### config.mk
export PLATFORM = sky130hd
export DESIGN_NAME = l1d_line_axi_bridge_flat
export DESIGN_NICKNAME = d
export VERILOG_FILES = /design/src/rtl/l1d_line_axi_bridge_if.sv /design/src/rtl/l1d_line_axi_bridge.sv /design/src/flat_wrapper.sv
export SDC_FILE = /design/constraint.sdc
export NUM_CORES = 1
export LEC_CHECK = 0
export ABC_AREA = 1
export CORE_AREA = 2 2 363 365
export CTS_BUF_LIST = sky130_fd_sc_hd__clkbuf_8
export DETAILED_ROUTE_END_ITERATION = 16
export DIE_AREA = 0 0 365 367
export GPL_ROUTABILITY_DRIVEN = 0
export PLACE_DENSITY = 0.39
export SLEW_MARGIN = 20
export SYNTH_ARGS = -nofsm -noshare
export SYNTH_HDL_FRONTEND = slang
export SYNTH_SLANG_ARGS = --single-unit
### constraint.sdc
create_clock -name clk -period 8.1 [get_ports clk]
set_input_delay 0.81 -clock clk [delete_from_list [all_inputs] [get_ports clk]]
set_output_delay 0.81 -clock clk [all_outputs]
set_load 0.02 [all_outputs]
### src/rtl/l1d_line_axi_bridge_if.sv
// AXI-style memory bus bundle between the L1D line bridge and L2 / memory.
// master: bridge side (drives AR/AW/W, R/B ready). slave: memory side.
interface l1d_line_axi_bridge_if #(
  parameter int ADDR_WIDTH     = 32,
  parameter int ID_WIDTH       = 12,
  parameter int AXI_DATA_WIDTH = 64
);
  // AR channel
  logic                        m_arvalid;
  logic                        m_arready;
  logic [ADDR_WIDTH-1:0]       m_araddr;
  logic [ID_WIDTH-1:0]         m_arid;
  // AW channel
  logic                        m_awvalid;
  logic                        m_awready;
  logic [ADDR_WIDTH-1:0]       m_awaddr;
  logic [ID_WIDTH-1:0]         m_awid;
  // W channel
  logic                        m_wvalid;
  logic                        m_wready;
  logic [AXI_DATA_WIDTH-1:0]   m_wdata;
  logic [AXI_DATA_WIDTH/8-1:0] m_wstrb;
  logic                        m_wlast;
  // R channel
  logic                        m_rvalid;
  logic                        m_rready;
  logic [AXI_DATA_WIDTH-1:0]   m_rdata;
  logic [ID_WIDTH-1:0]         m_rid;
  logic [1:0]                  m_rresp;
  logic                        m_rlast;
  // B channel
  logic                        m_bvalid;
  logic                        m_bready;
  logic [ID_WIDTH-1:0]         m_bid;
  logic [1:0]                  m_bresp;

  modport master (
    output m_arvalid, m_araddr, m_arid,
    input  m_arready,
    output m_awvalid, m_awaddr, m_awid,
    input  m_awready,
    output m_wvalid, m_wdata, m_wstrb, m_wlast,
    input  m_wready,
    input  m_rvalid, m_rdata, m_rid, m_rresp, m_rlast,
    output m_rready,
    input  m_bvalid, m_bid, m_bresp,
    output m_bready
  );

  modport slave (
    input  m_arvalid, m_araddr, m_arid,
    output m_arready,
    input  m_awvalid, m_awaddr, m_awid,
    output m_awready,
    input  m_wvalid, m_wdata, m_wstrb, m_wlast,
    output m_wready,
    output m_rvalid, m_rdata, m_rid, m_rresp, m_rlast,
    input  m_rready,
    output m_bvalid, m_bid, m_bresp,
    input  m_bready
  );
endinterface

### src/rtl/l1d_line_axi_bridge.sv
// L1D line <-> AXI bridge.
// Read path: one AR per line refill, R beats reassembled into a full line.
// Write path: one AW plus BEATS W beats per eviction, B returned to the EWRQ.
// Optional macro L1D_LINE_AXI_BRIDGE_CHECK_EN builds a sticky protocol checker
// driving proto_err; without it proto_err is tied low.
module l1d_line_axi_bridge #(
  parameter int LINE_WIDTH     = 256,
  parameter int AXI_DATA_WIDTH = 64,
  parameter int ADDR_WIDTH     = 32,
  parameter int ID_WIDTH       = 12
) (
  input  logic                    clk,
  input  logic                    rstn,
  // line refill request / response
  input  logic                    rd_req_valid,
  output logic                    rd_req_ready,
  input  logic [ADDR_WIDTH-1:0]   rd_req_addr,
  input  logic [ID_WIDTH-1:0]     rd_req_id,
  output logic                    rd_resp_valid,
  input  logic                    rd_resp_ready,
  output logic [ID_WIDTH-1:0]     rd_resp_id,
  output logic [LINE_WIDTH-1:0]   rd_resp_data,
  output logic                    rd_resp_err,
  // eviction request / response
  input  logic                    wr_req_valid,
  output logic                    wr_req_ready,
  input  logic [ADDR_WIDTH-1:0]   wr_req_addr,
  input  logic [ID_WIDTH-1:0]     wr_req_id,
  input  logic [LINE_WIDTH-1:0]   wr_req_data,
  input  logic [LINE_WIDTH/8-1:0] wr_req_mask,
  output logic                    wr_resp_valid,
  input  logic                    wr_resp_ready,
  output logic [ID_WIDTH-1:0]     wr_resp_id,
  output logic                    wr_resp_err,
  // memory bus
  l1d_line_axi_bridge_if.master   m_axi,
  output logic                    proto_err
);

  localparam int BEATS  = LINE_WIDTH / AXI_DATA_WIDTH;
  localparam int STRB_W = AXI_DATA_WIDTH / 8;
  localparam int CNT_W  = (BEATS > 1) ? $clog2(BEATS) : 1;
  localparam int OFFS   = $clog2(LINE_WIDTH / 8);
  localparam logic [CNT_W-1:0]      LAST_BEAT  = CNT_W'(BEATS - 1);
  localparam logic [ADDR_WIDTH-1:0] ALIGN_MASK = {ADDR_WIDTH{1'b1}} << OFFS;

  // ---------------------------------------------------------------------------
  // AR: single-entry output register, refilled in the same cycle it drains
  // ---------------------------------------------------------------------------
  logic                  ar_valid_reg;
  logic [ADDR_WIDTH-1:0] ar_addr_reg;
  logic [ID_WIDTH-1:0]   ar_id_reg;

  assign rd_req_ready    = !ar_valid_reg || m_axi.m_arready;
  assign m_axi.m_arvalid = ar_valid_reg;
  assign m_axi.m_araddr  = ar_addr_reg;
  assign m_axi.m_arid    = ar_id_reg;

  // Load a new line address on accept, otherwise drop valid once AR is taken
  always_ff @(posedge clk) begin
    if (!rstn) begin
      ar_valid_reg <= 1'b0;
      ar_addr_reg  <= '0;
      ar_id_reg    <= '0;
    end else if (rd_req_valid && rd_req_ready) begin
      ar_valid_reg <= 1'b1;
      ar_addr_reg  <= rd_req_addr & ALIGN_MASK;
      ar_id_reg    <= rd_req_id;
    end else if (m_axi.m_arready) begin
      ar_valid_reg <= 1'b0;
    end
  end

  // ---------------------------------------------------------------------------
  // R: beat counter and line reassembly buffer
  // ---------------------------------------------------------------------------
  logic [CNT_W-1:0]          r_cnt_reg;
  logic                      rd_valid_reg;
  logic [ID_WIDTH-1:0]       rd_id_reg;
  logic                      rd_err_reg;
  logic [AXI_DATA_WIDTH-1:0] r_beat_reg [BEATS];
  logic                      r_hs;
  logic                      r_last_beat;

  // The buffer only accepts beats while no assembled line is waiting, so a
  // pending line can never be overwritten.
  assign m_axi.m_rready = !rd_valid_reg;
  assign r_hs           = m_axi.m_rvalid && m_axi.m_rready;
  assign r_last_beat    = (r_cnt_reg == LAST_BEAT);

  assign rd_resp_valid = rd_valid_reg;
  assign rd_resp_id    = rd_id_reg;
  assign rd_resp_err   = rd_err_reg;

  // Count beats, accumulate the error over the burst, publish on the last beat
  always_ff @(posedge clk) begin
    if (!rstn) begin
      r_cnt_reg    <= '0;
      rd_valid_reg <= 1'b0;
      rd_id_reg    <= '0;
      rd_err_reg   <= 1'b0;
    end else begin
      if (r_hs) begin
        if (r_cnt_reg == '0)
          rd_err_reg <= (m_axi.m_rresp != 2'b00);
        else
          rd_err_reg <= rd_err_reg || (m_axi.m_rresp != 2'b00);
        if (r_last_beat) begin
          r_cnt_reg    <= '0;
          rd_valid_reg <= 1'b1;
          rd_id_reg    <= m_axi.m_rid;
        end else begin
          r_cnt_reg <= r_cnt_reg + 1'b1;
        end
      end else if (rd_resp_ready) begin
        rd_valid_reg <= 1'b0;
      end
    end
  end

  // Store each accepted beat into its slot of the line buffer
  always_ff @(posedge clk) begin
    if (r_hs)
      r_beat_reg[r_cnt_reg] <= m_axi.m_rdata;
  end

  // Beat 0 lands in the least-significant slice of the line
  for (genvar gi = 0; gi < BEATS; gi++) begin : g_rd_line
    assign rd_resp_data[gi*AXI_DATA_WIDTH +: AXI_DATA_WIDTH] = r_beat_reg[gi];
  end

  // ---------------------------------------------------------------------------
  // Write FSM: one outstanding eviction at a time
  // ---------------------------------------------------------------------------
  typedef enum logic [1:0] {
    W_IDLE = 2'd0,
    W_SEND = 2'd1,
    W_RESP = 2'd2
  } w_state_t;

  w_state_t                  w_state_reg;
  logic                      aw_valid_reg;
  logic                      w_valid_reg;
  logic [CNT_W-1:0]          w_cnt_reg;
  logic [ADDR_WIDTH-1:0]     wr_addr_reg;
  logic [ID_WIDTH-1:0]       wr_id_reg;
  logic [LINE_WIDTH-1:0]     wr_data_reg;
  logic [LINE_WIDTH/8-1:0]   wr_mask_reg;
  logic                      wr_resp_valid_reg;
  logic [ID_WIDTH-1:0]       wr_resp_id_reg;
  logic                      wr_resp_err_reg;
  logic [AXI_DATA_WIDTH-1:0] w_beat [BEATS];
  logic [STRB_W-1:0]         w_strb [BEATS];
  logic                      aw_hs;
  logic                      w_hs;
  logic                      w_last;
  logic                      b_hs;
  logic                      wr_accept;

  // Slice the latched line and mask into per-beat views
  for (genvar gi = 0; gi < BEATS; gi++) begin : g_wr_line
    assign w_beat[gi] = wr_data_reg[gi*AXI_DATA_WIDTH +: AXI_DATA_WIDTH];
    assign w_strb[gi] = wr_mask_reg[gi*STRB_W +: STRB_W];
  end

  assign wr_req_ready    = (w_state_reg == W_IDLE);
  assign wr_accept       = wr_req_valid && wr_req_ready;
  assign m_axi.m_awvalid = aw_valid_reg;
  assign m_axi.m_awaddr  = wr_addr_reg;
  assign m_axi.m_awid    = wr_id_reg;
  assign m_axi.m_wvalid  = w_valid_reg;
  assign m_axi.m_wdata   = w_beat[w_cnt_reg];
  assign m_axi.m_wstrb   = w_strb[w_cnt_reg];
  assign m_axi.m_wlast   = w_last;
  // B is held off while the previous response still waits for the EWRQ
  assign m_axi.m_bready  = (w_state_reg == W_RESP) && !wr_resp_valid_reg;

  assign w_last = (w_cnt_reg == LAST_BEAT);
  assign aw_hs  = aw_valid_reg && m_axi.m_awready;
  assign w_hs   = w_valid_reg && m_axi.m_wready;
  assign b_hs   = m_axi.m_bvalid && m_axi.m_bready;

  assign wr_resp_valid = wr_resp_valid_reg;
  assign wr_resp_id    = wr_resp_id_reg;
  assign wr_resp_err   = wr_resp_err_reg;

  // Write sequencing: accept line, push AW and W independently, await B
  always_ff @(posedge clk) begin
    if (!rstn) begin
      w_state_reg       <= W_IDLE;
      aw_valid_reg      <= 1'b0;
      w_valid_reg       <= 1'b0;
      w_cnt_reg         <= '0;
      wr_addr_reg       <= '0;
      wr_id_reg         <= '0;
      wr_resp_valid_reg <= 1'b0;
      wr_resp_id_reg    <= '0;
      wr_resp_err_reg   <= 1'b0;
    end else begin
      if (wr_resp_ready)
        wr_resp_valid_reg <= 1'b0;
      case (w_state_reg)
        W_IDLE: begin
          if (wr_req_valid) begin
            wr_addr_reg  <= wr_req_addr & ALIGN_MASK;
            wr_id_reg    <= wr_req_id;
            aw_valid_reg <= 1'b1;
            w_valid_reg  <= 1'b1;
            w_cnt_reg    <= '0;
            w_state_reg  <= W_SEND;
          end
        end
        W_SEND: begin
          if (aw_hs)
            aw_valid_reg <= 1'b0;
          if (w_hs) begin
            if (w_last)
              w_valid_reg <= 1'b0;
            else
              w_cnt_reg <= w_cnt_reg + 1'b1;
          end
          // Done once AW is (being) taken and the final W is (being) taken
          if ((!aw_valid_reg || m_axi.m_awready) &&
              (!w_valid_reg || (m_axi.m_wready && w_last)))
            w_state_reg <= W_RESP;
        end
        W_RESP: begin
          if (b_hs) begin
            wr_resp_valid_reg <= 1'b1;
            wr_resp_id_reg    <= m_axi.m_bid;
            wr_resp_err_reg   <= (m_axi.m_bresp != 2'b00);
            w_state_reg       <= W_IDLE;
          end
        end
        default: w_state_reg <= W_IDLE;
      endcase
    end
  end

  // Capture line payload on accept; no reset needed since valids gate its use
  always_ff @(posedge clk) begin
    if (wr_accept) begin
      wr_data_reg <= wr_req_data;
      wr_mask_reg <= wr_req_mask;
    end
  end

  // ---------------------------------------------------------------------------
  // Protocol checker
  // ---------------------------------------------------------------------------
`ifdef L1D_LINE_AXI_BRIDGE_CHECK_EN
  logic                proto_err_reg;
  logic [ID_WIDTH-1:0] r_first_id_reg;

  assign proto_err = proto_err_reg;

  // Sticky flag on rlast misplacement, rid change, stray B, or wrong bid
  always_ff @(posedge clk) begin
    if (!rstn) begin
      proto_err_reg  <= 1'b0;
      r_first_id_reg <= '0;
    end else begin
      if (r_hs && (r_cnt_reg == '0))
        r_first_id_reg <= m_axi.m_rid;
      if (r_hs && (m_axi.m_rlast != r_last_beat)) begin
        proto_err_reg <= 1'b1;
`ifndef SYNTHESIS
        $error("l1d_line_axi_bridge: rlast mismatch at beat %0d", r_cnt_reg);
`endif
      end
      if (r_hs && (r_cnt_reg != '0) && (m_axi.m_rid != r_first_id_reg)) begin
        proto_err_reg <= 1'b1;
`ifndef SYNTHESIS
        $error("l1d_line_axi_bridge: rid changed mid-burst");
`endif
      end
      if (m_axi.m_bvalid && (w_state_reg != W_RESP)) begin
        proto_err_reg <= 1'b1;
`ifndef SYNTHESIS
        $error("l1d_line_axi_bridge: bvalid with no write awaiting response");
`endif
      end
      if (b_hs && (m_axi.m_bid != wr_id_reg)) begin
        proto_err_reg <= 1'b1;
`ifndef SYNTHESIS
        $error("l1d_line_axi_bridge: bid does not match issued awid");
`endif
      end
    end
  end
`else
  assign proto_err = 1'b0;
`endif

endmodule
### src/flat_wrapper.sv
// flat-port wrapper written by rule: the top's interface ports become plain ports
module l1d_line_axi_bridge_flat 
#(
  parameter int LINE_WIDTH     = 256,
  parameter int AXI_DATA_WIDTH = 64,
  parameter int ADDR_WIDTH     = 32,
  parameter int ID_WIDTH       = 12
)
  (clk, rstn, rd_req_valid, rd_req_ready, rd_req_addr, rd_req_id, rd_resp_valid, rd_resp_ready, rd_resp_id, rd_resp_data, rd_resp_err, wr_req_valid, wr_req_ready, wr_req_addr, wr_req_id, wr_req_data, wr_req_mask, wr_resp_valid, wr_resp_ready, wr_resp_id, wr_resp_err, proto_err, m_axi_m_arvalid, m_axi_m_araddr, m_axi_m_arid, m_axi_m_arready, m_axi_m_awvalid, m_axi_m_awaddr, m_axi_m_awid, m_axi_m_awready, m_axi_m_wvalid, m_axi_m_wdata, m_axi_m_wstrb, m_axi_m_wlast, m_axi_m_wready, m_axi_m_rvalid, m_axi_m_rdata, m_axi_m_rid, m_axi_m_rresp, m_axi_m_rlast, m_axi_m_rready, m_axi_m_bvalid, m_axi_m_bid, m_axi_m_bresp, m_axi_m_bready);
  l1d_line_axi_bridge_if #(.ADDR_WIDTH(ADDR_WIDTH), .ID_WIDTH(ID_WIDTH), .AXI_DATA_WIDTH(AXI_DATA_WIDTH)) m_axi_i ();
  input  logic clk;
  input  logic rstn;
  input  logic rd_req_valid;
  output logic rd_req_ready;
  input  logic [ADDR_WIDTH-1:0] rd_req_addr;
  input  logic [ID_WIDTH-1:0] rd_req_id;
  output logic rd_resp_valid;
  input  logic rd_resp_ready;
  output logic [ID_WIDTH-1:0] rd_resp_id;
  output logic [LINE_WIDTH-1:0] rd_resp_data;
  output logic rd_resp_err;
  input  logic wr_req_valid;
  output logic wr_req_ready;
  input  logic [ADDR_WIDTH-1:0] wr_req_addr;
  input  logic [ID_WIDTH-1:0] wr_req_id;
  input  logic [LINE_WIDTH-1:0] wr_req_data;
  input  logic [LINE_WIDTH/8-1:0] wr_req_mask;
  output logic wr_resp_valid;
  input  logic wr_resp_ready;
  output logic [ID_WIDTH-1:0] wr_resp_id;
  output logic wr_resp_err;
  output logic proto_err;
  output wire logic [$bits(m_axi_i.m_arvalid)-1:0] m_axi_m_arvalid;
  output wire logic [$bits(m_axi_i.m_araddr)-1:0] m_axi_m_araddr;
  output wire logic [$bits(m_axi_i.m_arid)-1:0] m_axi_m_arid;
  input wire logic [$bits(m_axi_i.m_arready)-1:0] m_axi_m_arready;
  output wire logic [$bits(m_axi_i.m_awvalid)-1:0] m_axi_m_awvalid;
  output wire logic [$bits(m_axi_i.m_awaddr)-1:0] m_axi_m_awaddr;
  output wire logic [$bits(m_axi_i.m_awid)-1:0] m_axi_m_awid;
  input wire logic [$bits(m_axi_i.m_awready)-1:0] m_axi_m_awready;
  output wire logic [$bits(m_axi_i.m_wvalid)-1:0] m_axi_m_wvalid;
  output wire logic [$bits(m_axi_i.m_wdata)-1:0] m_axi_m_wdata;
  output wire logic [$bits(m_axi_i.m_wstrb)-1:0] m_axi_m_wstrb;
  output wire logic [$bits(m_axi_i.m_wlast)-1:0] m_axi_m_wlast;
  input wire logic [$bits(m_axi_i.m_wready)-1:0] m_axi_m_wready;
  input wire logic [$bits(m_axi_i.m_rvalid)-1:0] m_axi_m_rvalid;
  input wire logic [$bits(m_axi_i.m_rdata)-1:0] m_axi_m_rdata;
  input wire logic [$bits(m_axi_i.m_rid)-1:0] m_axi_m_rid;
  input wire logic [$bits(m_axi_i.m_rresp)-1:0] m_axi_m_rresp;
  input wire logic [$bits(m_axi_i.m_rlast)-1:0] m_axi_m_rlast;
  output wire logic [$bits(m_axi_i.m_rready)-1:0] m_axi_m_rready;
  input wire logic [$bits(m_axi_i.m_bvalid)-1:0] m_axi_m_bvalid;
  input wire logic [$bits(m_axi_i.m_bid)-1:0] m_axi_m_bid;
  input wire logic [$bits(m_axi_i.m_bresp)-1:0] m_axi_m_bresp;
  output wire logic [$bits(m_axi_i.m_bready)-1:0] m_axi_m_bready;
  assign m_axi_m_arvalid = m_axi_i.m_arvalid;
  assign m_axi_m_araddr = m_axi_i.m_araddr;
  assign m_axi_m_arid = m_axi_i.m_arid;
  assign m_axi_i.m_arready = m_axi_m_arready;
  assign m_axi_m_awvalid = m_axi_i.m_awvalid;
  assign m_axi_m_awaddr = m_axi_i.m_awaddr;
  assign m_axi_m_awid = m_axi_i.m_awid;
  assign m_axi_i.m_awready = m_axi_m_awready;
  assign m_axi_m_wvalid = m_axi_i.m_wvalid;
  assign m_axi_m_wdata = m_axi_i.m_wdata;
  assign m_axi_m_wstrb = m_axi_i.m_wstrb;
  assign m_axi_m_wlast = m_axi_i.m_wlast;
  assign m_axi_i.m_wready = m_axi_m_wready;
  assign m_axi_i.m_rvalid = m_axi_m_rvalid;
  assign m_axi_i.m_rdata = m_axi_m_rdata;
  assign m_axi_i.m_rid = m_axi_m_rid;
  assign m_axi_i.m_rresp = m_axi_m_rresp;
  assign m_axi_i.m_rlast = m_axi_m_rlast;
  assign m_axi_m_rready = m_axi_i.m_rready;
  assign m_axi_i.m_bvalid = m_axi_m_bvalid;
  assign m_axi_i.m_bid = m_axi_m_bid;
  assign m_axi_i.m_bresp = m_axi_m_bresp;
  assign m_axi_m_bready = m_axi_i.m_bready;
  l1d_line_axi_bridge #(.LINE_WIDTH(LINE_WIDTH), .AXI_DATA_WIDTH(AXI_DATA_WIDTH), .ADDR_WIDTH(ADDR_WIDTH), .ID_WIDTH(ID_WIDTH)) u_core (.clk(clk), .rstn(rstn), .rd_req_valid(rd_req_valid), .rd_req_ready(rd_req_ready), .rd_req_addr(rd_req_addr), .rd_req_id(rd_req_id), .rd_resp_valid(rd_resp_valid), .rd_resp_ready(rd_resp_ready), .rd_resp_id(rd_resp_id), .rd_resp_data(rd_resp_data), .rd_resp_err(rd_resp_err), .wr_req_valid(wr_req_valid), .wr_req_ready(wr_req_ready), .wr_req_addr(wr_req_addr), .wr_req_id(wr_req_id), .wr_req_data(wr_req_data), .wr_req_mask(wr_req_mask), .wr_resp_valid(wr_resp_valid), .wr_resp_ready(wr_resp_ready), .wr_resp_id(wr_resp_id), .wr_resp_err(wr_resp_err), .m_axi(m_axi_i), .proto_err(proto_err));
endmodule
Word-level counts from Yosys, hierarchy flattened. Memory sizes are Yosys's and may differ from the RTL's. Cells that the tools add are included.

Add/sub/neg operators: 2. $lt $le $gt $ge: 1. Equality and inequality tests: 12. Multiplexer cells: 32. Bitwise logic cells: 1. Reductions and logical operators: 33.

Operators by type and width (count): binary-select mux 64 bit (select 2 bit) (1); two-way mux 64 bit (2); binary-select mux 8 bit (select 2 bit) (1); two-way mux 8 bit (2); two-way mux 1 bit (15); two-way mux 2 bit (7); inequality test 2 x 1 -> 1 bit (second input constant) (5); nonzero test 2 bit (5); logical AND 1 bit (9); AND reduction 2 bit (4); AND reduction 4 bit (2); equality test 2 bit (second input constant) (3); inequality test 2 bit (second input constant) (3); case mux 2 bit (3 select lines) (1); AND reduction 3 bit (2); logical NOT 1 bit (5); adder 2 x 1 -> 2 bit (second input constant) (2); logical NOT 2 bit (2); logical OR 1 bit (4); case mux 1 bit (2 select lines) (2); case mux 2 bit (2 select lines) (1); >= comparator 3 bit (second input constant) (1); inverter 2 -> 3 bit (1); equality test 2 x 1 -> 1 bit (second input constant) (1).

Register bits after elaboration: 403. Bits in writable memories: 256. Input bits: 480. Output and inout bits: 453. Word-level logic and storage cells: 100. Memories kept: 1.

Memories: u_core.r_beat_reg (depth 4, width 64, read ports 4, clocked after Yosys merged registers in 0, write ports 1, RTL line l1d_line_axi_bridge.sv:81) `logic [AXI_DATA_WIDTH-1:0] r_beat_reg [BEATS];`.

Longest topological paths before layout. Gate-level depths: netlist of the first run.

Depth in word-level cells: 6. Depth in mapped cells: 8. Mapped depth without buffers: 7.

Least setup slack after synthesis of the first run. No wires, ideal clock.

Path kind: input to register. Start: input m_axi_m_rvalid. End: memory u_core.r_beat_reg[0][0] (enable). Setup time: 0.486 ns. Arrival time: 3.600 ns. Required time: 7.614 ns. Path slack: 4.014 ns. Stages: 2. Path buffers: 0. Cells stage by stage: nand2_2 nor2_1.

Longest elaborated chain between the ends: 3.

Ends and longest elaborated chain: from (decl) (RTL line flat_wrapper.sv:46) `input wire logic [$bits(m_axi_i.m_rvalid)-1:0] m_axi_m_rvalid;`; logical AND 1 bit (RTL line l1d_line_axi_bridge.sv:88) `assign r_hs = m_axi.m_rvalid && m_axi.m_rready;`; two-way mux 1 bit (RTL line l1d_line_axi_bridge.sv:123) `if (r_hs)`; two-way mux 1 bit (not written as such) (RTL line l1d_line_axi_bridge.sv:124) `r_beat_reg[r_cnt_reg] <= m_axi.m_rdata;`; to (decl) (RTL line l1d_line_axi_bridge.sv:81).

Every way passes these cells.

Final worst setup path of the first run.
Start: register u_core.w_cnt_reg[0]. End: output m_axi_m_wdata[44].

Longest elaborated chain between the ends: 4.

Ends and longest elaborated chain: from (decl) (RTL line l1d_line_axi_bridge.sv:144) `logic [CNT_W-1:0] w_cnt_reg;`; from (signal assigned) (RTL line l1d_line_axi_bridge.sv:220) `w_cnt_reg <= w_cnt_reg + 1'b1;`; inverter 2 -> 3 bit (not written as such) (RTL line l1d_line_axi_bridge.sv:172) `assign m_axi.m_wdata = w_beat[w_cnt_reg];`; binary-select mux 64 bit (select 2 bit) (RTL line l1d_line_axi_bridge.sv:172); two-way mux 64 bit (not written as such) (2 in series) (RTL line l1d_line_axi_bridge.sv:172); to (decl) (RTL line flat_wrapper.sv:42) `output wire logic [$bits(m_axi_i.m_wdata)-1:0] m_axi_m_wdata;`.

Every way passes these cells. The select of a mux whose other input is x is not followed.

==> summary.md, run 1 <==
| Metric | Value |
|---|---|
| Buffers and inverters on the worst path | 4 |
| Most frequently used cell type in the post-synthesis netlist | edfxtp_1 |
| Max Buffers Root-to-Sink | 3 |
| Synthesized area divided by synthesized cell count | 15.1 µm² |
| Fraction of layout instances using a drive strength above 1 | 7.90% |
| Final worst slack | 2.96 ns |
| Top FF cell, synth | edfxtp_1 |
| I/O pin count | 933 |
| Layout Cells excl Fill | 4336 |
| Power Total | 8.22 mW |
| Number of vias after detailed routing | 16200 |
| Worst Path Required | 7.29 ns |
| Area Growth Syn to Fin | 59.8% |
| Instance area after placement | 33600 µm² |
| Max Fclk | 195 MHz |
| Lkg Pwr | 12.4 nW |
| Worst Hold Class | reg2reg |
| First-pass iteration count of the detailed router | 5 |
| Number of endpoints with negative hold slack in the final report | 0 |
| Register-to-register path setup slack | 5.37 ns |
| Number of clock sinks | 659 |
| Setup repair after global routing missed its margin | no |
| Most instantiated cells after synthesis | edfxtp_1, nor2_1, o21ai_0 |
| Kind of critical path | reg2out |
| M1 WL | 33.1 mm |
| Slew of the pin with the lowest slew margin | 0.900 ns |
| Seq/Total Area, Yosys | 82.5% |
| Layout fillers | 13500 |
| Post-DP HPWL | 70.7 mm |
| GR Util All Layers | 13.6% |
| Max Used Layer | met5 |
| Post-layout nets | 2957 |
| Maximum level of the CTS H-tree | 3 |
| Core region area | 130000 µm² |
| Startpoint type of the worst setup path | register |
| WL final | 94.9 mm |
| Post-CTS sizing | 0 |
| Post-layout min period | 5.14 ns |
| Vias in the first global route | 16900 |
| Clock network latency to the later pin of the worst-skew pair | 0.82 ns |
| Number of slew-limit violations in the final report | 0 |
| Horiz. Die Dim | 365 µm |
| Critical path's largest stage delay | 0.73 ns |
| Post-Route Skew | 0.0406 ns |
| Routed length on met3 | 11.4 mm |
| Family of cells with the greatest summed delay on the critical path | buffers and inverters |
| Routed wirelength normalized by instance count | 21.9 µm |
| Metal2 WL | 47.5 mm |
| Average via count per standard cell | 3.74 |
| Ratio of final minimum period to clock period | 63.4% |
| DRC violations left | 0 |
| Crit path cell chain | buf_4 -> inv_4 -> buf_4 -> o21ai_0 -> o22ai_1 -> clkdlybuf4s50_1 |
| Critical path peak fanout | 82 |
| Count of cell types in the netlist | 28 |
| Clock tree from TritonCTS | built |
| Post-Synthesis Cell Area | 22600 µm² |
| Detail Route Antenna Nets | 0 |
| Root cell of the clock tree | clkbuf_8 |
| Die Y | 367 µm |
| Finish-stage setup viols | 0 |
| Post-synth top area share | 72.3% |
| Top post-synthesis cells by area | edfxtp_1, dfxtp_1, nor2_1, o21ai_0, o22ai_1 |
| Status | complete, no violations |
| Clock-pin slew of the registers on the worst-case setup and hold paths | 0.06 ns |
| Total placed cells including tap cells | 4103 |
| Inserted Clock Buffers | 121 |
| Post-Syn Instances | 1501 |
| Number of buffers inserted for hold repair after clock tree synthesis | 0 |
| Pin count of the biggest net entering global routing | 143 |
| Yosys reg bits | 659 |
| Async SR Flop Fraction | 0% |
| Initial antenna violation count | 45 |
| Synth warn | 0 |
| Worst Setup End Kind | primary output |
| Worst VDD drop | 0.128 mV |
| Number of port buffers | 910 |
| Global-route wire length before repair | 128 mm |
| Max_slew headroom | 40.0% |
| Total non-filler cell area in the finished layout | 36100 µm² |
| Max Cap Viol | 0 |
| Number of cell rows | 133 |
| Worst path most repeated cell | buf_4 |
| Power per standard cell area | 228 nW/µm² |
| Critical-path top delay cell | inv_4 |
| Full die area | 134000 µm² |
| Endpoint arrival time on the critical path | 4.33 ns |
| Number of DRC violations after detailed-routing iteration 0 | 918 |
| Post-CTS setup buffer count | 0 |
| Initial Util | 17.3% |
| Worst slack at placement | 3.67 ns |
| Number of enable-type register cells in the synthesized netlist | 544 |
| Setup TNS after final layout | 0 ns |
| Gr ovfl total | 0 |
| Cell taking the most area after synthesis | edfxtp_1 |
## final timing paths
kind,startpoint,depth (start not counted),to
setup / recovery,u_core.w_cnt_reg[0]$_SDFFE_PN0P_,6,m_axi_m_wdata[44]
hold reg to reg,u_core.rd_resp_id[4]$_SDFFE_PN0P_,2,u_core.rd_resp_id[4]$_SDFFE_PN0P_
setup reg to reg,u_core.w_state_reg[1]$_SDFFE_PN0P_,5,u_core.wr_data_reg[191]$_DFFE_PP_
hold / removal,u_core.rd_resp_id[4]$_SDFFE_PN0P_,2,u_core.rd_resp_id[4]$_SDFFE_PN0P_
## layout make-up
class | instances | area, µm² | area share [%]
multi-input combinational | 740 | 3440 | 9.54
tap | 1755 | 2200 | 6.08
timing repair buffer | 926 | 9260 | 25.6
clock buffer | 128 | 1760 | 4.88
sequential | 659 | 18600 | 51.7
clock inverter | 94 | 667 | 1.85
antenna | 10 | 25.0 | 0.0693
inverter | 24 | 103 | 0.284
## layer usage
| metal | vias to the layer above | GRT usage, % |
|---|---|---|
| met3 | 179 | 6.67 |
| met2 | 803 | 23.9 |
| li1 | 7421 | - |
| met1 | 7791 | 13.9 |
| met5 | - | 0 |
| met4 | 34 | 4.81 |
## cells by family after synthesis
group                      after synthesis  share of synthesized area (%)
AOI/OAI and AO/OA                      335                           7.98
adders and majority gates                5                          0.277
buffers and inverters                  112                           2.55
DFF                                    659                           82.5
other                                    1                         0.0166
and+or+nand+nor                        389                           6.69
## placed cells by master, fill, tap and decap left out, types with 3 or more instances in the layout
cell	Yosys	final
a21oi_1	21	21
buf_4	25	15
bufinv_16	0	8
clkbuf_8	0	128
clkdlybuf4s50_1	0	909
clkinv_1	0	27
clkinv_2	0	8
clkinvlp_4	0	4
conb_1	1	11
dfxtp_1	115	113
diode_2	0	10
edfxtp_1	544	544
ha_1	5	5
inv_1	17	57
inv_12	0	3
inv_2	6	5
nand2_1	39	39
nand2_2	4	4
nand3_1	5	5
nor2_1	334	331
nor2_4	1	4
o21ai_0	228	228
o21ai_1	4	4
o21ai_2	8	8
o22ai_1	72	72
## worst register-to-register path, delay by kind of cell (launching register included)
kind | cells | cell delay [ns]
simple gates | 2 | 0.40
buf+inv | 3 | 1.39
flops | 1 | 0.37
## power by group
| group | total (mW) | switching [mW] | internal, mW |
|---|---|---|---|
| Sequential | 4.00 | 0.0724 | 3.93 |
| Combinational | 1.00 | 0.544 | 0.458 |
| Clock | 3.21 | 1.49 | 1.73 |
| Total | 8.22 | 2.10 | 6.11 |
## metrics by stage
step	util, %	hold slack (ns)
2_1_floorplan	-	0.490
3_3_place_gp	25.8	0.454
3_5_place_dp	25.8	0.459
4_1_cts	27.6	0.402
5_1_grt	27.7	0.452
6_report	27.7	0.468
(Power assumes the default switching activity.)
==> run 2, diff against run 1 <==
--- a/config.mk
+++ b/config.mk
@@ -11,7 +11,7 @@
 export DETAILED_ROUTE_END_ITERATION = 16
 export DIE_AREA = 0 0 365 367
 export GPL_ROUTABILITY_DRIVEN = 0
-export PLACE_DENSITY = 0.39
+export PLACE_DENSITY = 0.41
 export SLEW_MARGIN = 20
 export SYNTH_ARGS = -nofsm -noshare
 export SYNTH_HDL_FRONTEND = slang
==> constraint.sdc (replaced) <==
create_clock -name clk -period 4.45 [get_ports clk]
set_input_delay 0.445 -clock clk [delete_from_list [all_inputs] [get_ports clk]]
set_output_delay 0.445 -clock clk [all_outputs]
set_load 0.02 [all_outputs]
==> run 2 against run 1 <==
Against the previous run:
- cell count grew 0.14%
- largest cell class unchanged
- via count grew 0.84%
- sequential power grew 82%
- critical endpoint is now m_axi_m_wdata[35]
- die area is the same
- first-iteration DRC count shrank 2.8%
- wire length grew 1.2%
- highest routed layer unchanged
==> summary.md, run 2 (synthesis gave the netlist of run 1 again) <==
| Metric | Value |
|---|---|
| Status | complete, no violations |
| First-pass iteration count of the detailed router | 5 |
| Die Y | 367 µm |
| Clock network latency to the later pin of the worst-skew pair | 0.81 ns |
| Endpoint arrival time on the critical path | 3.29 ns |
| Initial Util | 17.3% |
| Max Cap Viol | 0 |
| Average via count per standard cell | 3.77 |
| Number of buffers inserted for hold repair after clock tree synthesis | 0 |
| Full die area | 134000 µm² |
| Fraction of layout instances using a drive strength above 1 | 8.59% |
| Startpoint type of the worst setup path | register |
| Worst Hold Class | in2reg |
| Number of clock sinks | 659 |
| Worst VDD drop | 0.246 mV |
| Number of endpoints with negative hold slack in the final report | 0 |
| Length in cells of the worst reg-to-reg path | 4 |
| Flip-flop and latch area | 18600 µm² |
| Leading cell type in the layout, fill and taps excluded | clkdlybuf4s50_1 |
| Clock-pin slew of the registers on the worst-case setup and hold paths | 0.06 ns |
| Max Buffers Root-to-Sink | 3 |
| I/O pin count | 933 |
| Setup TNS after final layout | 0 ns |
| Min-Delay Endpoint | u_core.wr_data_reg[82]$_DFFE_PP_ |
| Post-CTS setup buffer count | 0 |
| Detail Route Antenna Nets | 0 |
| Power per standard cell area | 406 nW/µm² |
| Critical path peak fanout | 37 |
| Global-route wire length before repair | 130 mm |
| Crit path cell chain | inv_2 -> buf_12 -> o21ai_0 -> o22ai_1 -> clkdlybuf4s50_1 |
| Hold path cells | 1 |
| Worst Path Required | 4.01 ns |
| Setup repair after global routing missed its margin | no |
| Lkg Pwr | 12.4 nW |
| Critical-path top delay cell | clkdlybuf4s50_1 |
| Start of the worst register-to-register path | u_core.w_state_reg[1]$_SDFFE_PN0P_ |
| Tightest hold margin | 0.185 ns |
| Total placed cells including tap cells | 4116 |
| Maximum level of the CTS H-tree | 3 |
| Number of cell rows | 133 |
| Instance area after placement | 33800 µm² |
| Gr ovfl total | 0 |
| Number of DRC violations after detailed-routing iteration 0 | 892 |
| Layout fillers | 13500 |
| GR Util All Layers | 13.8% |
| Worst Setup End Kind | primary output |
| Post-layout min period | 3.74 ns |
| Initial antenna violation count | 33 |
| Root cell of the clock tree | clkbuf_8 |
| Max Fclk | 268 MHz |
| Total non-filler cell area in the finished layout | 36100 µm² |
| Max_slew headroom | 33.6% |
| Layout Cells excl Fill | 4342 |
| Area Growth Syn to Fin | 59.8% |
| RR Endpoint | u_core.wr_data_reg[107]$_DFFE_PP_ |
| Pin count of the biggest net entering global routing | 111 |
| Multi-input gate area in the final layout | 3440 µm² |
| Startpoint of the worst hold path | wr_req_data[82] |
| Number of vias after detailed routing | 16400 |
| Register-to-register path setup slack | 2.13 ns |
| Number of slew-limit violations in the final report | 0 |
| Routed wirelength normalized by instance count | 22.1 µm |
| Most frequent cells in the layout | clkdlybuf4s50_1, edfxtp_1, nor2_1, o21ai_0, clkbuf_8 |
| Vias in the first global route | 17300 |
| Post-layout nets | 2968 |
| Horiz. Die Dim | 365 µm |
| DRC violations left | 0 |
| Inserted Clock Buffers | 120 |
| Post-Route Skew | 0.0431 ns |
| Number of port buffers | 910 |
| WL final | 96.1 mm |
| Core region area | 130000 µm² |
| Clock tree from TritonCTS | built |
| Finish-stage setup viols | 0 |
| Post-CTS sizing | 0 |
| Slew of the pin with the lowest slew margin | 0.996 ns |
| Critical path's largest stage delay | 0.70 ns |
| Kind of critical path | reg2out |
| Ratio of final minimum period to clock period | 84.0% |
| Post-DP HPWL | 72.5 mm |
==> run 2: changes by cell type in the layout (fill, tap and decap cells not counted), sizes merged <==
cell,before,now
clkinvlp,4,7
diode,10,4
clkdlybuf4s50,909,907
bufinv,8,3
buf,17,31
inv,69,62
clkbuf,128,126
clkinv,37,48
==> run 2: how the worst max path moves through the flow <==
| stage | start | to | slack (ns) | cells past startpoint |
|---|---|---|---|---|
| 2_1_floorplan | u_core.rd_resp_valid$_SDFFE_PN0P_ | u_core.r_beat_reg[0][0]$_DFFE_PP_ | 0.64 | 3 |
| 3_3_place_gp | u_core.w_cnt_reg[1]$_SDFFE_PN0P_ | m_axi_m_wdata[35] | 1.42 | 5 |
| 3_5_place_dp | u_core.w_cnt_reg[1]$_SDFFE_PN0P_ | m_axi_m_wdata[35] | 1.42 | 5 |
| 4_1_cts | u_core.w_cnt_reg[1]$_SDFFE_PN0P_ | m_axi_m_wdata[35] | 0.42 | 5 |
| 5_1_grt | u_core.w_cnt_reg[1]$_SDFFE_PN0P_ | m_axi_m_wdata[35] | 0.41 | 5 |
| 6_report | u_core.w_cnt_reg[1]$_SDFFE_PN0P_ | m_axi_m_wdata[35] | 0.71 | 5 |
==> run 2: routing by layer <==
layer / vias to the layer above / wire length [µm] / GRT usage [%]
li1: 7437 / - / -
met1: 7961 / 34300 / 14.2
met2: 764 / 48900 / 24.8
met3: 177 / 9850 / 5.87
met4: 26 / 2860 / 4.87
met5: - / 164 / 0
==> run 2: layout make-up <==
cell class                 instances  area share (%)
sequential                       659            51.6
timing repair buffer             938            26.1
multi-input combinational        740            9.53
tap                             1755            6.08
clock buffer                     126            4.80
clock inverter                    96            1.55
inverter                          24           0.284
antenna                            4          0.0277
==> run 2: per-stage QoR <==
stage | worst slack [ns] | utilization, % | total power, mW
floorplan | 0.638 | - | 8.07
finish | 0.713 | 27.7 | 14.7
global placement | 1.42 | 25.9 | 9.27
global route | 0.413 | 27.7 | 15.4
CTS | 0.421 | 27.7 | 15.0
detailed placement | 1.42 | 25.9 | 9.29
==> run 2: critical path, delay by kind of cell (launching register included) <==
| family | cells | cell delay (ns) |
|---|---|---|
| AO/OA/AOI/OAI | 2 | 0.31 |
| buffers and inverters | 3 | 1.63 |
| flip-flops | 1 | 0.47 |
==> run 2: report_power, final <==
group          total (mW)  internal [mW]  leakage (nW)  switching, mW
registers            7.27           7.15          6.06          0.128
logic                1.84          0.849          5.08          0.990
clock network        5.55           2.82          1.28           2.73
total                14.7           10.8          12.4           3.85
==> run 3, diff against run 2 <==
--- a/config.mk
+++ b/config.mk
@@ -6,12 +6,12 @@
 export NUM_CORES = 1
 export LEC_CHECK = 0
 export ABC_AREA = 1
-export CORE_AREA = 2 2 363 365
+export CORE_AREA = 2 2 367 369
 export CTS_BUF_LIST = sky130_fd_sc_hd__clkbuf_8
 export DETAILED_ROUTE_END_ITERATION = 16
-export DIE_AREA = 0 0 365 367
+export DIE_AREA = 0 0 369 371
 export GPL_ROUTABILITY_DRIVEN = 0
-export PLACE_DENSITY = 0.41
+export PLACE_DENSITY = 0.39
 export SLEW_MARGIN = 20
 export SYNTH_ARGS = -nofsm -noshare
 export SYNTH_HDL_FRONTEND = slang
==> constraint.sdc (replaced) <==
create_clock -name clk -period 3.55 [get_ports clk]
set_input_delay 0.355 -clock clk [delete_from_list [all_inputs] [get_ports clk]]
set_output_delay 0.355 -clock clk [all_outputs]
set_load 0.02 [all_outputs]
==> run 3 against run 2 <==
Against the previous run:
- critical endpoint is now m_axi_m_wdata[63]
- cell area is 7.1% higher
- worst setup slack got worse by 0.45 ns
- flip-flop and latch count stayed put
- critical path depth stayed put
- combinational power increased by 38%
- first-iteration DRC count down 16%
- via count up 5.0%
- sequential share of layout area fell by 3.4 points
- global-route usage fell by 0.39 points
- die area up 2.2%
- clock power up 34%
==> summary.md, run 3 (synthesis gave the netlist of run 1 again) <==
| Metric | Value |
|---|---|
| Number of clock sinks | 659 |
| Number of port buffers | 910 |
| Clock tree from TritonCTS | built |
| Launch point of the critical path | u_core.w_cnt_reg[0]$_SDFFE_PN0P_ |
| Number of slew-limit violations in the final report | 0 |
| Critical path peak fanout | 63 |
| DRC violations left | 0 |
| Area Growth Syn to Fin | 71.2% |
| Net switching power | 4.86 mW |
| Layout fillers | 13600 |
| Global-route wire length before repair | 130 mm |
| Number of vias after detailed routing | 17200 |
| Inserted Clock Buffers | 120 |
| Combinational share of power | 13.3% |
| Power Total | 19.1 mW |
| Worst Path Required | 3.19 ns |
| Post-layout min period | 3.29 ns |
| Startpoint type of the worst setup path | register |
| Relative contribution of sequential cells to total power | 47.8% |
| Die Y | 371 µm |
| Detail Route Antenna Nets | 0 |
| Pin count of the biggest net entering global routing | 83 |
| Worst Hold Class | in2reg |
| GR Util All Layers | 13.4% |
| Proportion of power drawn by the clock network | 38.9% |
| Critical-path top delay cell | clkdlybuf4s50_1 |
| Post-Route Skew | 0.0385 ns |
| Root cell of the clock tree | clkbuf_8 |
| Max Cap Viol | 0 |
| Clock network latency to the later pin of the worst-skew pair | 0.82 ns |
| Leading cell type in the layout, fill and taps excluded | clkdlybuf4s50_1 |
| Crit path to | m_axi_m_wdata[63] |
| Slew of the pin with the lowest slew margin | 0.897 ns |
| Ratio of final minimum period to clock period | 92.6% |
| Crit path depth | 5 |
| Fraction of layout instances using a drive strength above 1 | 8.42% |
| Gr ovfl total | 0 |
| Power per standard cell area | 494 nW/µm² |
| Internal | 14.2 mW |
| Clock-pin slew of the registers on the worst-case setup and hold paths | 0.06 ns |
| First-pass iteration count of the detailed router | 4 |
| Horiz. Die Dim | 369 µm |
| WL final | 96.3 mm |
| Post-DP HPWL | 72.9 mm |
| Initial antenna violation count | 36 |
| Total non-filler cell area in the finished layout | 38700 µm² |
| Endpoint arrival time on the critical path | 2.93 ns |
| Max Fclk | 304 MHz |
| Number of DRC violations after detailed-routing iteration 0 | 752 |
| Crit path cell chain | inv_4 -> buf_12 -> o21ai_0 -> o22ai_1 -> clkdlybuf4s50_1 |
| Register-to-register path setup slack | 1.40 ns |
| Switching power share of the total | 25.5% |
| Post-layout nets | 3199 |
| Max_slew headroom | 40.2% |
| Average via count per standard cell | 3.74 |
| Worst VDD drop | 0.271 mV |
| Worst Setup End Kind | primary output |
| Setup TNS after final layout | 0 ns |
| Initial Util | 17.0% |
| Tightest hold margin | 0.131 ns |
| Routed wirelength normalized by instance count | 21.0 µm |
| Status | complete, no violations |
| RR Endpoint | u_core.r_beat_reg[3][63]$_DFFE_PP_ |
| Finish-stage setup viols | 0 |
| Vias in the first global route | 17800 |
| Number of cell rows | 134 |
| Maximum level of the CTS H-tree | 3 |
| Start of the worst register-to-register path | u_core.rd_resp_valid$_SDFFE_PN0P_ |
| Post-CTS setup buffer count | 0 |
| Full die area | 137000 µm² |
| Instance area after placement | 33900 µm² |
| Most frequent cells in the layout | clkdlybuf4s50_1, edfxtp_1, nor2_1, o21ai_0, dlygate4sd3_1 |
| Core region area | 133000 µm² |
| Length in cells of the worst reg-to-reg path | 6 |
| Family of cells with the greatest summed delay on the critical path | buffers and inverters |
| Kind of critical path | reg2out |
| Buffers and inverters on the worst path | 3 |
| Number of endpoints with negative hold slack in the final report | 0 |
| Setup repair after global routing missed its margin | no |
| Max Buffers Root-to-Sink | 3 |
| Critical path's largest stage delay | 0.71 ns |
| I/O pin count | 933 |
| Lkg Pwr | 13.5 nW |
run 3: metal layers:
| layer | vias to the layer above | routed length (µm) | GRT usage, % |
|---|---|---|---|
| met1 | 8283 | 35500 | 14.2 |
| met2 | 761 | 47500 | 23.4 |
| li1 | 7914 | - | - |
| met3 | 190 | 10300 | 6.19 |
| met4 | 28 | 2860 | 4.76 |
| met5 | - | 167 | 0 |
run 3: how the worst min path moves through the flow:
stage | slack (ns) | cells after the start | endpoint | start
finish | 0.13 | 1 | u_core.wr_data_reg[124]$_DFFE_PP_ | wr_req_data[124]
global route | 0.04 | 1 | u_core.wr_data_reg[239]$_DFFE_PP_ | wr_req_data[239]
CTS | 0.0005 | 1 | u_core.wr_data_reg[157]$_DFFE_PP_ | wr_req_data[157]
detailed placement | 0.46 | 2 | u_core.rd_resp_id[11]$_SDFFE_PN0P_ | u_core.rd_resp_id[11]$_SDFFE_PN0P_
global placement | 0.46 | 2 | u_core.rd_resp_id[11]$_SDFFE_PN0P_ | u_core.rd_resp_id[11]$_SDFFE_PN0P_
floorplan | 0.45 | 0 | u_core.r_beat_reg[0][0]$_DFFE_PP_ | m_axi_m_rdata[0]
run 3: power groups by stage:
stage	combinational, mW	sequential [mW]	clock (mW)
floorplan	0.588	9.53	0
global placement	2.37	9.27	0
detailed placement	2.38	9.28	0
CTS	2.61	9.13	7.80
global route	2.72	9.16	8.10
finish	2.54	9.12	7.44
run 3: timing repair:
item,in CTS,in global routing
endpoints found under the setup margin,7,1
hold endpoints to repair,226,0
resized for setup,1,1
hold buffers,226,0
run 3: layout make-up:
cell class / count / area (µm²) / share of cell area (%)
multi-input cells: 740 / 3440 / 8.90
diodes: 10 / 25.0 / 0.0647
clock buffers: 125 / 1720 / 4.45
clock inverters: 97 / 732 / 1.89
repair buffers: 1169 / 11800 / 30.5
well taps: 1768 / 2210 / 5.72
flip-flops and latches: 659 / 18600 / 48.2
inverters: 24 / 105 / 0.272
run 3: metrics by stage:
stage               util [%]  std cells  setup WS (ns)
finish                  29.1       4592          0.264
global route            29.1       4586         0.0402
CTS                     29.1       4582         0.0136
detailed placement      25.6       4134          0.835
global placement        25.6       4134          0.843
floorplan                  -       1511         -0.262
==> patch (settings of run 3) <==
Build with the macro `L1D_LINE_AXI_BRIDGE_CHECK_EN` defined.
--- a/src/rtl/l1d_line_axi_bridge.sv
+++ b/src/rtl/l1d_line_axi_bridge.sv
@@ -4,4 +4,6 @@
 // Optional macro L1D_LINE_AXI_BRIDGE_CHECK_EN builds a sticky protocol checker
 // driving proto_err; without it proto_err is tied low.
+`define L1D_LINE_AXI_BRIDGE_CHECK_EN
+
 module l1d_line_axi_bridge #(
   parameter int LINE_WIDTH     = 256,
Behaviour: not the same (Yosys sat finds a counterexample within 4 cycles, from zero or initial values and one cycle with rstn low).
==> patch against run 3 <==
  * Clock power is 9.7% lower
  * Power hardly changed
  * Die area stayed put
  * Area after synthesis is 3.4% higher
  * Sequential share of layout area is 0.067 points higher
  * Worst setup slack better by 7.8 ps
  * Cell area is 1.3% higher
  * Sequential cell count is 13 higher
  * Clock skew is 5.8 ps lower
  * Routed wire length is 1.2% higher
==> patch: results (changes against run 3) <==
metric,value,unit,change
status,finished clean,,
cts_setup_buffers,1,,+1
placed_cells,4251,,+2.8%
clock_latency,800,ps,-20 ps
synth_cell_types,35,,+25%
port_buffers,912,,+0.22%
wire_per_inst,20.7,µm,-1.5%
hp-class,input port to flip-flop,,
hold_buffers,222,,-1.8%
ys_warn_count,0,,unchanged
routed_via_density,3.79,,+1.4%
synth-xor-area-share,0.00450,,+0.00450
cts.htree.levels,3,,unchanged
drt_iter0_drc,892,,+19%
synthTopCellsByCount,"edfxtp_1, nor2_1, o21ai_0, dfxtp_1, nand2_1",,
peakVddDrop,0.293,mV,+8.3%
grt_max_degree,119,,+43%
antenna_found_initial,44,,+22%
yosysSeqAreaShare,0.808,,-0.0164
multi_input_area,3860,µm²,+12%
dp_hpwl,72200,µm,-1.0%
path_clk_slew,60,ps,about the same
synth_top_cells_by_area,"edfxtp_1, dfxtp_1, o21ai_0, nor2_1, o22ai_1",,
routed_wl,97400,µm,+1.2%
clockBufferDepth,3,,unchanged
worst-path-max-fanout,69,,+9.5%
numCtsBuffers,121,,+0.83%
synth.area.mux_share,0,,unchanged
critical-path-max-stage-delay,650,ps,-60 ps
drt-pass1-iter-count,5,,+1
p_leak,13.8,nW,+2.2%
cts_resized,1,,unchanged
grt_usage,0.136,,+0.00199
setup_violations,0,,unchanged
syn_inst,1621,,+8.0%
grt_pass1_vias,18966,,+6.6%
worst_slew_pin_slew,957,ps,+59.4 ps
fin_nets,3314,,+3.6%
async_flop_share,0,,unchanged
yosys.area_share.adder,0.00268,,-0.0000923
placed_area,34700,µm²,+2.2%
synth_edf_count,544,,unchanged
synth_compound_area_frac,0.0864,,+0.00665
finClkSkew,32.7,ps,-5.80 ps
layout-drive-gt1-share,0.0714,,-0.0129
slowest_stage,clkdlybuf4s50_1,,
dpl_worst_slack,851,ps,+16.3 ps
grt_pass1_wl,135000,µm,+3.6%
nFillCells,13570,,-0.54%
root_buffer,clkbuf_8,,
final_hold_viol_count,0,,unchanged
-- patch: changes by cell type after synthesis, sizes merged, moves of 2 or more --
cell,change
nand2,+36
inv,+24
a21oi,+21
o21ai,+15
dfxtp,+13
xnor2,+12
nor2,-10
clkbuf,+9
buf,-7
clkinv,+4
a211oi,+3
or2,-2
-- patch: report_power, final --
part	total, mW	switching, mW	internal, mW
sequential	9.33	0.196	9.14
clock	6.72	3.33	3.39
combinational	3.03	1.61	1.42
total	19.1	5.14	13.9
-- patch: path summary, 6_finish.rpt --
kind | from | to | slack (ps) | cells past startpoint
min | rstn | u_core.rd_resp_valid$_SDFFE_PN0P_ | 130 | 2
max | u_core.w_cnt_reg[0]$_SDFFE_PN0P_ | m_axi_m_wdata[36] | 270 | 5
max reg2reg | u_core.rd_resp_valid$_SDFFE_PN0P_ | u_core.r_beat_reg[0][24]$_DFFE_PP_ | 1290 | 6
min reg2reg | u_core.r_first_id_reg[1]$_SDFFE_PN0P_ | u_core.r_first_id_reg[1]$_SDFFE_PN0P_ | 480 | 2
-- patch: routing by layer --
layer,GRT usage,routed length (µm)
met3,0.0683,10700
met1,0.141,35300
met5,0,210
met2,0.241,48900
met4,0.0387,2370
-- patch: cell type report --
cell class | count | share of cell area
Antenna cell | 17 | 0.00109
Multi-Input combinational cell | 816 | 0.0987
Timing Repair Buffer | 1166 | 0.300
Clock inverter | 99 | 0.0127
Tap cell | 1768 | 0.0565
Inverter | 52 | 0.00521
Clock buffer | 124 | 0.0436
Sequential cell | 672 | 0.483
-- patch: critical path, delay by kind of cell, from the launching register on --
kind	cells	cell delay, ps
AOI/OAI and AO/OA	2	270
buffers and inverters	3	1210
DFF	1	580
